[src/rtl/serial_add_ctrl.sv]
// Bit-serial add/subtract sequencer: one full adder, operands fed LSB-first,
// result assembled by right-shifting sum bits in at the MSB end.
module serial_add_ctrl #(
    parameter int WIDTH = 8
) (
    input  logic             clk,
    input  logic             rst_n,
    input  logic             start,
    input  logic             sub,
    input  logic [WIDTH-1:0] a,
    input  logic [WIDTH-1:0] b,
    output logic             busy,
    output logic             done,
    output logic [WIDTH-1:0] result,
    output logic             cout,
    output logic             ovf,
    output logic [1:0]       dbg_state
);

    // Handshake: start is a request honoured only in IDLE (busy low and not
    // in the done cycle); a, b and sub are captured on that same edge. busy
    // is high for exactly WIDTH cycles, then done pulses for one cycle while
    // result/cout/ovf are valid; they hold until the next accepted start.

    localparam int CW = (WIDTH > 1) ? $clog2(WIDTH) : 1;
    localparam logic [CW-1:0] LAST = CW'(WIDTH - 1);

    typedef enum logic [1:0] {
        IDLE = 2'd0,
        RUN  = 2'd1,
        DONE = 2'd2
    } state_t;

    state_t           state;
    logic [WIDTH-1:0] op_a;
    logic [WIDTH-1:0] op_b;
    logic             carry;
    logic [CW-1:0]    cnt;
    logic             fa_sum;
    logic             fa_cout;

    always_comb begin
        fa_sum  = op_a[0] ^ op_b[0] ^ carry;
        fa_cout = (op_a[0] & op_b[0]) | (op_a[0] & carry) | (op_b[0] & carry);
    end

    assign dbg_state = state;

    always_ff @(posedge clk or negedge rst_n) begin
        if (!rst_n) begin
            state  <= IDLE;
            op_a   <= '0;
            op_b   <= '0;
            carry  <= 1'b0;
            cnt    <= '0;
            busy   <= 1'b0;
            done   <= 1'b0;
            result <= '0;
            cout   <= 1'b0;
            ovf    <= 1'b0;
        end else begin
            case (state)
                IDLE: begin
                    done <= 1'b0;
                    if (start) begin
                        // Subtraction is a + ~b + 1: invert b, seed the carry with 1.
                        op_a   <= a;
                        op_b   <= sub ? ~b : b;
                        carry  <= sub;
                        cnt    <= '0;
                        result <= '0;
                        cout   <= 1'b0;
                        ovf    <= 1'b0;
                        busy   <= 1'b1;
                        state  <= RUN;
                    end
                end
                RUN: begin
                    result <= (result >> 1) | (WIDTH'(fa_sum) << (WIDTH - 1));
                    op_a   <= op_a >> 1;
                    op_b   <= op_b >> 1;
                    carry  <= fa_cout;
                    if (cnt == LAST) begin
                        // carry here is the carry into the MSB position.
                        cout  <= fa_cout;
                        ovf   <= carry ^ fa_cout;
                        busy  <= 1'b0;
                        done  <= 1'b1;
                        state <= DONE;
                    end else begin
                        cnt <= cnt + 1'b1;
                    end
                end
                DONE: begin
                    done  <= 1'b0;
                    state <= IDLE;
                end
                default: begin
                    busy  <= 1'b0;
                    done  <= 1'b0;
                    state <= IDLE;
                end
            endcase
        end
    end

endmodule

[config.mk]
export PLATFORM = sky130hd
export DESIGN_NAME = serial_add_ctrl
export DESIGN_NICKNAME = d
export VERILOG_FILES = /design/src/rtl/serial_add_ctrl.sv
export SDC_FILE = /design/constraint.sdc
export NUM_CORES = 1
export LEC_CHECK = 0
export CAP_MARGIN = 25
export CORE_MARGIN = 1.5
export CORE_UTILIZATION = 47
export CTS_CLUSTER_DIAMETER = 30
export DETAILED_ROUTE_END_ITERATION = 16
export DONT_BUFFER_PORTS = 1
export HOLD_SLACK_MARGIN = 0.02
export PLACE_DENSITY = 0.72
export SLEW_MARGIN = 15
export SYNTH_ARGS = -nofsm -noshare
export SYNTH_HDL_FRONTEND = slang
export SYNTH_SLANG_ARGS = --single-unit
[constraint.sdc]
create_clock -name clk -period 2.13 [get_ports clk]
set_clock_uncertainty 0.15 [all_clocks]
set_input_delay 0.3195 -clock clk [delete_from_list [all_inputs] [get_ports clk]]
set_output_delay 0.3195 -clock clk [all_outputs]
set_load 0.05 [all_outputs]
==> metrics <==
Leak 0.8637 nW; Critical Path Start cnt[0]$_DFFE_PN0P_; Clk pin slew, worst setup/hold paths approximately 0.10 ns; Slew @ Worst Pin approximately 0.52 ns; Max-Cap Viols 0; cells along the critical path ha_1 -> ha_1 -> nand2b_1 -> a21oi_4 -> mux2_4; I/O pins 34; Data arrival, critical path approximately 2.0 ns; post-synthesis cell area between 1500 and 2000 µm²; synthesized instance count between 100 and 150; reg2reg start cnt[0]$_DFFE_PN0P_; # port buffers 0; Worst R2R Setup Slack ~0.24 ns; layout net count 180; fin crit share just under 90%; Seq/Total Area, Yosys between 40% and 50%; Initial Util 50.07%; first-pass GRT wire length about 5500 µm; Post-synth EDFFs 0; CTS tree yes; TritonCTS Buffers 5; critical path depth in cells 5; Slew headroom ~65%; vias in the first global route approximately 1100; Post-DRT Antenna Nets 0; floorplan core area approximately 3400 µm²; Hold Path Class input pin to flip-flop; data required time at the worst endpoint 2.22 ns; Unique masters post-synth 27; grt ovf 0; Synth Net Count roughly 170; Area Growth Syn to Fin 9.949%; layout cells sized above 1 a little under a fifth; clock buffer depth 2; Largest delay share family, worst path adder cells; Top FF cell, synth dfrtp_1; pwr dens 1561 nW/µm²; Crit Path Max Fanout 5; H-tree depth 2; CP endpoint cnt[0]$_DFFE_PN0P_; Placed Area about 1700 µm²; worst path buffer plus inverter count 0; post-synth top area cell dfrtp_1; commonest non-fill, non-tap cell in the layout dfrtp_1; Skew-Pair Late Insertion Delay approximately 0.35 ns; Slowest cell on crit path dfrtp_1; mean area per synthesized cell around 12 µm²; reg2reg path depth 5; cell area after layout ~1900 µm²; CP Capture Type flip-flop; Starting DRT DRC Count a little over 50; Die ar. roughly 4000 µm²; Fin. Hold Viols 0; clk sink count 34; most frequent cells in the layout dfrtp_1, nand2_1, mux2i_1; result of the run completed; Slew Limit Fails 0; via count about 1100; Setup-failing EPs final 0; Die X about 63 µm; cell row count 21; Die Y around 63 µm; post-cts resize count 0; # DRC 0; fill count about 320; most used cell, CP ha_1; DP Wirelength approximately 2200 µm; Yosys warning count 0; WHS Path Cells 2; WL/cell approximately 15 µm; GPL Wtd Cong between 0.7 and 0.8; Antenna Cells 0; FF+latch count, synth 34; reg2reg end cnt[0]$_DFFE_PN0P_; worst vdd ir roughly 0.70 mV; final wirelength ~3100 µm; initial antenna violation count 0; post-synthesis async set-or-reset flop share 100.0%; largest net degree at the start of global routing 35; worst setup path category flip-flop to flip-flop; CP Launch Type flip-flop; post-route setup TNS 0 ns; RSZ-0062 raised after global routing false; CTS Root Cell clkbuf_4; CP max stage delay between 0.4 and 0.5 ns; Min Clock Period, post-route approximately 1.9 ns; DR vias/cell 5.328; post-synth top area share just under 50%; Synth area leaders dfrtp_1, mux2i_1, buf_6; Max Clock Freq approximately 0.53 GHz; Global Route Usage Sum between 10% and 20%; drt first pass iters 4
[flip-flops by register name (all words and copies together), names as in the netlist]
| name | flops |
|---|---|
| busy | 1 |
| carry | 1 |
| cnt | 3 |
| cout | 1 |
| dbg_state | 2 |
| done | 1 |
| op_a | 8 |
| op_b | 8 |
| ovf | 1 |
| result | 8 |
[where the power goes]
| part | switching [mW] | total [mW] | internal [mW] |
|---|---|---|---|
| Combinational | 0.503 | 0.979 | 0.476 |
| Clock | 0.228 | 0.471 | 0.243 |
| Sequential | 0.572 | 1.49 | 0.915 |
| Total | 1.30 | 2.94 | 1.63 |
[cells by family after synthesis]
| group | Yosys count | synth area share (%) |
|---|---|---|
| buffers and inverters | 16 | 7.315 |
| muxes | 16 | 9.656 |
| and+or+nand+nor | 31 | 8.632 |
| DFF | 34 | 49.74 |
| adders and majority gates | 3 | 2.633 |
| AOI/OAI and AO/OA | 37 | 17.41 |
| xor gates and xnor gates | 9 | 4.609 |
[cell usage after synthesis, types with 2 or more instances]
library cell	count
buf_6	8
inv_1	6
nor2b_1	3
o21ai_2	10
nor2_1	4
a31oi_1	2
a22oi_1	2
o21ai_1	8
nand2_1	19
dfrtp_1	34
ha_1	2
mux2i_1	15
xor2_1	9
a22o_1	10
nand2b_1	2
[layout make-up]
type | count | area, µm² | area share [%]
clock inverters | 3 | 40.04 | 2.129
inverters | 6 | 22.52 | 1.198
well taps | 46 | 57.56 | 3.061
repair buffers | 14 | 137.6 | 7.319
multi-input cells | 96 | 734.5 | 39.06
flip-flops and latches | 34 | 850.8 | 45.24
clock buffers | 5 | 37.54 | 1.996
[worst min path at each step]
stage / startpoint / to / slack [ns]
3_5_place_dp: rst_n / result[3]$_DFFE_PN0P_ / -0.13
4_1_cts: a[6] / op_a[6]$_DFFE_PN0P_ / 0.02
6_report: a[6] / op_a[6]$_DFFE_PN0P_ / 0.02
3_3_place_gp: rst_n / result[4]$_DFFE_PN0P_ / -0.13
2_1_floorplan: rst_n / busy$_DFFE_PN0P_ / -0.13
5_1_grt: a[2] / op_a[2]$_DFFE_PN0P_ / 0.04
[per-stage QoR]
stage	hold WS, ns	std cells	total power [mW]	utilization (%)	setup WS [ns]
floorplan	-0.1261	146	2.337	-	0.3503
global placement	-0.1254	187	2.392	49.85	0.3244
detailed placement	-0.1254	187	2.472	49.85	0.2570
CTS	0.02315	204	2.973	55.05	0.2362
global route	0.03581	204	3.151	55.05	0.1716
finish	0.02470	204	2.936	55.05	0.2410
[routing by layer]
layer	vias to the layer above	global-route usage (%)	routed length, µm
met2	34	28.16	1525
li1	532	-	-
met1	513	22.26	1293
met5	-	0	0
met4	0	8.967	75
met3	8	6.964	226
[timing repair]
action / in CTS / in global routing
hold endpoints to repair: 41 / 0
buffers inserted: 0 / 0
hold buffers: 9 / 0
No activity file was read; power rests on OpenSTA's default activity.
